<file path="config.mk">
export PLATFORM = sky130hd
export DESIGN_NAME = seg7_scan_controller
export DESIGN_NICKNAME = d
export VERILOG_FILES = /design/src/rtl/seg7_scan_controller.sv
export SDC_FILE = /design/constraint.sdc
export NUM_CORES = 1
export LEC_CHECK = 0
export CORE_MARGIN = 2
export CORE_UTILIZATION = 46
export CTS_CLUSTER_DIAMETER = 200
export DETAILED_ROUTE_END_ITERATION = 6
export PLACE_DENSITY = 0.74
export SLEW_MARGIN = 10
export SYNTH_ARGS = -nofsm -noshare
export SYNTH_HDL_FRONTEND = slang
export SYNTH_SLANG_ARGS = --single-unit
</file>
<file path="constraint.sdc">
create_clock -name clk -period 1.55 [get_ports clk]
set_input_delay 0.31 -clock clk [delete_from_list [all_inputs] [get_ports clk]]
set_output_delay 0.31 -clock clk [all_outputs]
set_load 0.05 [all_outputs]
</file>
<file path="src/rtl/seg7_scan_controller.sv">
// rtl/seg7_scan_controller.sv - multiplexed 7-segment scan controller with frame-aligned staging buffer
// Optional macro SEG7_LEADING_ZERO_BLANK_EN enables leading-zero digit suppression.
module seg7_scan_controller #(
  parameter int NUM_DIGITS   = 4,
  parameter int SCAN_DIV     = 1000,
  parameter int BLANK_CYCLES = 8
) (
  input  logic                    clk,
  input  logic                    resetn,
  input  logic [4*NUM_DIGITS-1:0] value_in,
  input  logic                    value_valid,
  output logic                    value_ready,
  output logic [3:0]              dec_digit_out,
  input  logic [6:0]              dec_segments_in,
  output logic [6:0]              segments_out,
  output logic [NUM_DIGITS-1:0]   digit_en_out,
  output logic                    frame_start
);

  localparam int CNT_MAX = (SCAN_DIV > BLANK_CYCLES) ? SCAN_DIV : BLANK_CYCLES;
  localparam int CW      = $clog2(CNT_MAX + 1);
  localparam int IW      = (NUM_DIGITS > 1) ? $clog2(NUM_DIGITS) : 1;
  localparam int VW      = 4 * NUM_DIGITS;

  typedef enum logic {ST_BLANK, ST_SHOW} state_t;

  state_t              state, state_nxt;
  logic [CW-1:0]       cnt, cnt_nxt;
  logic [IW-1:0]       idx, idx_nxt;
  logic                show_entry, show_exit, boundary;
  logic [VW-1:0]       display_reg, staging;
  logic                staging_full;
  logic [NUM_DIGITS-1:0] onehot;
  logic                suppress;

  always_ff @(posedge clk) begin
    if (!resetn) begin
      state <= ST_BLANK;
      cnt   <= '0;
      idx   <= '0;
    end else begin
      state <= state_nxt;
      cnt   <= cnt_nxt;
      idx   <= idx_nxt;
    end
  end

  always_comb begin
    state_nxt  = state;
    cnt_nxt    = cnt + CW'(1);
    idx_nxt    = idx;
    show_entry = 1'b0;
    show_exit  = 1'b0;
    case (state)
      ST_BLANK: begin
        if (cnt == CW'(BLANK_CYCLES - 1)) begin
          state_nxt  = ST_SHOW;
          cnt_nxt    = '0;
          show_entry = 1'b1;
        end
      end
      ST_SHOW: begin
        if (cnt == CW'(SCAN_DIV - 1)) begin
          state_nxt = ST_BLANK;
          cnt_nxt   = '0;
          show_exit = 1'b1;
          idx_nxt   = (idx == IW'(NUM_DIGITS - 1)) ? '0 : idx + IW'(1);
        end
      end
      default: begin
        state_nxt = ST_BLANK;
        cnt_nxt   = '0;
      end
    endcase
  end

  // Frame boundary: first blank cycle of digit 0; gated so nothing pulses while held in reset.
  assign boundary    = (state == ST_BLANK) && (idx == '0) && (cnt == '0);
  assign frame_start = resetn && boundary;
  assign value_ready = resetn && !staging_full;

  always_comb begin
    dec_digit_out = 4'd0;
    onehot        = '0;
    for (int k = 0; k < NUM_DIGITS; k++) begin
      if (idx == IW'(k)) begin
        dec_digit_out = display_reg[4*k +: 4];
        onehot[k]     = 1'b1;
      end
    end
  end

`ifdef SEG7_LEADING_ZERO_BLANK_EN
  logic [NUM_DIGITS-1:0] lz;
  logic                  all_zero;

  // lz[k] is set when nibbles k..NUM_DIGITS-1 are all zero.
  always_comb begin
    lz       = '0;
    all_zero = 1'b1;
    suppress = 1'b0;
    for (int k = NUM_DIGITS - 1; k >= 0; k--) begin
      all_zero = all_zero && (display_reg[4*k +: 4] == 4'd0);
      lz[k]    = all_zero;
    end
    for (int k = 1; k < NUM_DIGITS; k++) begin
      if (idx == IW'(k)) suppress = lz[k];
    end
  end
`else
  assign suppress = 1'b0;
`endif

  always_ff @(posedge clk) begin
    if (!resetn) begin
      display_reg  <= '0;
      staging      <= '0;
      staging_full <= 1'b0;
    end else if (boundary && staging_full) begin
      display_reg  <= staging;
      staging_full <= 1'b0;
    end else if (value_valid && value_ready) begin
      staging      <= value_in;
      staging_full <= 1'b1;
    end
  end

  always_ff @(posedge clk) begin
    if (!resetn) begin
      segments_out <= '0;
      digit_en_out <= '0;
    end else if (show_entry) begin
      segments_out <= suppress ? 7'd0 : dec_segments_in;
      digit_en_out <= suppress ? '0 : onehot;
    end else if (show_exit) begin
      segments_out <= '0;
      digit_en_out <= '0;
    end
  end

endmodule

</file>
**Word level (Yosys, flattened, before mapping)**

Index checks and enable logic that the tools add are counted.

- Input bits: 26
- Word-level logic and storage cells: 53
- Flip-flop bits (word level): 57
- Output and inout port bits: 17

- Reduce and logical (&&, ||, !) cells: 13
- Equal/unequal tests: 5
- Muxes and demuxes: 22
- Bitwise logic cells: 3
- $add $sub $neg: 2

Operators by type and width:

| operator | number |
|---|---|
| 4-bit two-way mux | 6 |
| 10-bit two-way mux | 2 |
| 10-bit case mux with 2 select lines | 1 |
| 7-bit two-way mux | 2 |
| 10-bit by 1-bit adder with 10-bit output (second input constant) | 1 |
| 10-bit == test (second input constant) | 1 |
| 10-bit by 3-bit == test with 1-bit output (second input constant) | 1 |
| 10-bit zero test | 1 |
| 1-bit two-way mux | 9 |
| 1-bit logical AND | 6 |
| 2-bit == test (second input constant) | 2 |
| 2-bit AND reduction | 2 |
| 1-bit inverter | 3 |
| 2-bit by 1-bit adder with 2-bit output (second input constant) | 1 |
| 2-bit by 1-bit == test with 1-bit output (second input constant) | 1 |
| 2-bit zero test | 1 |
| 2-bit two-way mux | 1 |
| 1-bit case mux with 2 select lines | 1 |
| 2-bit nonzero test | 1 |
| 2-bit OR reduction | 1 |
| 1-bit zero test | 1 |

**Logic depth before layout (Yosys ltp)**

- Depth in word-level cells: 6
- Depth in mapped cells: 7
- Gate-level depth less buffers: 6

**Worst setup path before layout**

No wires, ideal clock.

- Kind: register to output
- Start point: reg idx[1]
- End point: out dec_digit_out[0]
- Path buffers: 0
- Data arrival time: 2.081 ns
- Required time: 1.240 ns
- Path slack: -0.841 ns
- Cell stages (with the launch flop): 7
- Path through: dfxtp_1 > inv_1 > ha_1 > nand3b_1 > a21oi_1 > a21oi_1 > o21ai_0

- Word-level cells in the longest chain between the ends: 5
- Elaborated cells between the ends (all ways): 8
- Those cells by class: eq/ne (3); mux (4); reduce/logical (1)

Ends and longest elaborated chain:

| element | RTL line | source |
|---|---|---|
| start, declared | 29 | `logic [IW-1:0] idx, idx_nxt;` |
| start signal, assigned | 44 | `idx <= idx_nxt;` |
| 2-bit zero test | 86 | `if (idx == IW'(k)) begin` |
| 4-bit two-way mux (3 in a row) | 86 |  |
| 4-bit two-way mux (*) | 86 |  |
| end, declared | 13 | `output logic [3:0] dec_digit_out,` |

Every way passes the cells marked *; elsewhere a longest branch is shown, timed or not.

**Final worst setup path**

- Start point: reg idx[1]
- End point: out dec_digit_out[3]

Same word-level chain as after synthesis.

==> results.json <==
{
  "synth_nets": 289,
  "grtUsageTotal_pct": 20.0,
  "clock_skew_ps": 3.48,
  "critPathLaunchType": "register",
  "rows": 26,
  "fin_crit_sh_pct": 127,
  "nets": 361,
  "start_util_pct": 46.9,
  "cp_max_fo": 6,
  "setup_viol": 21,
  "hpwl_um": 3460,
  "vias_per_cell": 5.26,
  "synth_compound_area_share_pct": 15.8,
  "timing.rr.start": "idx[0]",
  "netlist_instances": 257,
  "register_area_um2": 1160,
  "area_growth_syn_to_layout_pct": 54.4,
  "yosysSeqAreaShare_pct": 48.6,
  "slew_headroom_pct": 76.4,
  "power_w": 0.00317,
  "cts_tree": "done",
  "clock-sinks": 57,
  "post_drt_wl_per_cell_um": 14.5,
  "finalSetupTns_ps": -3590,
  "cts_max_level": 3,
  "synth_enable_flop_cells": 0,
  "leakage_nw": 1.40,
  "fmax_mhz": 508,
  "ir_worst_vdd_mv": 0.805,
  "clk_root_buffer_cell": "clkbuf_8",
  "min_path_type": "reg -> reg",
  "synthAdderAreaFrac_pct": 3.19,
  "worstPathRequired_ps": 1240,
  "insertion_delay_ps": 340,
  "place_congestion": 0.759,
  "min_from": "staging[14]",
  "holdPathEnd": "display_reg[14]",
  "synth_top_family_by_area": "simple AND/OR/NAND/NOR gates",
  "clkTransAtPathRegs_ps": 60,
  "synth.area.top_cells": "dfxtp_1, o21ai_0, nand2_1",
  "first_iter_violations": 114,
  "cts.path.max_buffers": 2,
  "violations": "negative setup slack",
  "diodes": 0,
  "rsz0062_at_grt": "yes",
  "multi_input_area_um2": 1300,
  "layout-drive-gt1-share_pct": 36.8,
  "worst_slack_ps": -420,
  "die_w_um": 75.5,
  "firstDrtPassIters": 4,
  "postLayoutCoreUtil_pct": 72.4,
  "grt_max_degree": 33,
  "cts_buffers": 9,
  "p_per_area_nw_per_um2": 875,
  "r2r_cells": 9,
  "grt.overflow.total": 0,
  "die_h_um": 75.5,
  "hold_viol": 0,
  "fp.dieArea_um2": 5700,
  "outcome": "finished, violations left",
  "drc": 0,
  "critPathKind": "reg -> out",
  "syn_avg_cell_area_um2": 9.14,
  "synth_cell_types": 37,
  "grt_pass1_wl_um": 8570,
  "antenna_found_initial": 0,
  "yosysWarnings": 0,
  "holdWs_ps": 458,
  "crit_start": "idx[1]",
  "drtAntennaViolNets": 0,
  "grt_pass1_vias": 2007,
  "io_pins": 43,
  "synth_area_leader_cell": "dfxtp_1",
  "synth.top_cell.area_share_pct": 48.6,
  "layout_min_cycle_time_ps": 1970,
  "mappedNetlistArea_um2": 2350,
  "synth_ff_type": "dfxtp_1",
  "wirelength_um": 5870,
  "post_synth_mux_area_share_pct": 0.852,
  "worst_pin_slew_ps": 351,
  "cts_hold_repair.buffers": 0,
  "synthArstFlopShare_pct": 0,
  "synth_xor_area_share_pct": 2.98,
  "r2r-end": "display_reg[2]",
  "worstHoldPathCells": 2,
  "core-area_um2": 5010,
  "vias": 2127,
  "endpoint_kind": "output pin",
  "slew_viol_final": 0,
  "synthSimpleGateAreaFrac_pct": 23.3,
  "cap_violations": 0,
  "r2r_setup_slack_ps": -140,
  "portBuffers": 42,
  "cp.arrival_ps": 1660,
  "num-fill-cells": 366,
  "synth-seq-cells": 57
}
cells in the mapped netlist (3+ instances only):
cell type   n
a32o_2      9
o21ai_0    37
nand3_1    19
clkbuf_1    5
inv_1       6
xor2_1      4
buf_4       3
nand2_1    44
nand3b_1    5
xnor2_1     4
nor3_1      9
dfxtp_1    57
nor2_1      7
buf_2       5
ha_1        6
a21oi_1     8
cells in the final DEF (no fill, tap or decap), types with 11 or more instances in the layout:
cell,n
o21ai_0,18
dfxtp_1,49
buf_12,14
clkbuf_8,11
o21ai_1,15
nand3_1,13
clkdlybuf4s50_1,24
nand2_1,43
buf_4,30
worst max-delay path by stage:
stage | endpoint | slack (ps) | depth (start not counted)
3_3_place_gp | segments_out[1] | -150 | 4
4_1_cts | dec_digit_out[1] | -410 | 7
3_5_place_dp | segments_out[0] | -200 | 4
5_1_grt | dec_digit_out[3] | -490 | 7
2_1_floorplan | dec_digit_out[0] | 1 | 6
6_report | dec_digit_out[3] | -420 | 7
metal layers:
metal  vias to the layer above  part of all wire, %  GRT usage, %
met5                         -                    0             0
met2                        51                   50          33.5
li1                       1051                    -             -
met1                      1014                   44          23.6
met3                        11                  3.8          4.89
met4                         0                  1.7          10.5
layout make-up:
| type | count | area share [%] |
|---|---|---|
| clock buffer | 14 | 4.48 |
| clock inverter | 2 | 0.345 |
| inverter | 6 | 0.759 |
| sequential | 57 | 32.1 |
| tap | 70 | 2.41 |
| multi-input combinational | 178 | 35.9 |
| timing repair buffer | 77 | 24.0 |
power by group:
part	internal [W]	switching (W)	total (W)
sequential	0.00151	0.0000310	0.00154
combinational	0.000207	0.000185	0.000392
clock	0.000666	0.000571	0.00124
kinds of logic after synthesis:
kind of cell | after synthesis
XOR/XNOR | 8
flip-flops | 57
buffers and inverters | 24
adder cells (fa/ha/maj) | 6
AND/OR/NAND/NOR | 101
AO/OA/AOI/OAI | 59
multiplexers | 2
worst max-delay path, cell delays in order (launching register included):
cell and delay (ps):
dfxtp_4 370, inv_4 50, ha_4 170, nand3b_1 180, a21oi_2 190, a21oi_2 70, o21ai_4 160, buf_12 150
per-stage QoR:
step	cell area [um2]	worst slack [ps]	instances
final	3630	-420	404
after global routing	3630	-493	404
after CTS	3450	-407	397
after detailed placement	3140	-197	373
after global placement	3140	-154	373
after floorplan	2440	1.17	257
what timing repair did:
action | CTS | global route
gates resized for setup | 28 | 34
pin swaps | 13 | 16
setup buffers | 8 | 3
setup endpoints to repair | 35 | 43
gates cloned | 0 | 4
No activity file was read; power rests on OpenSTA's default activity.
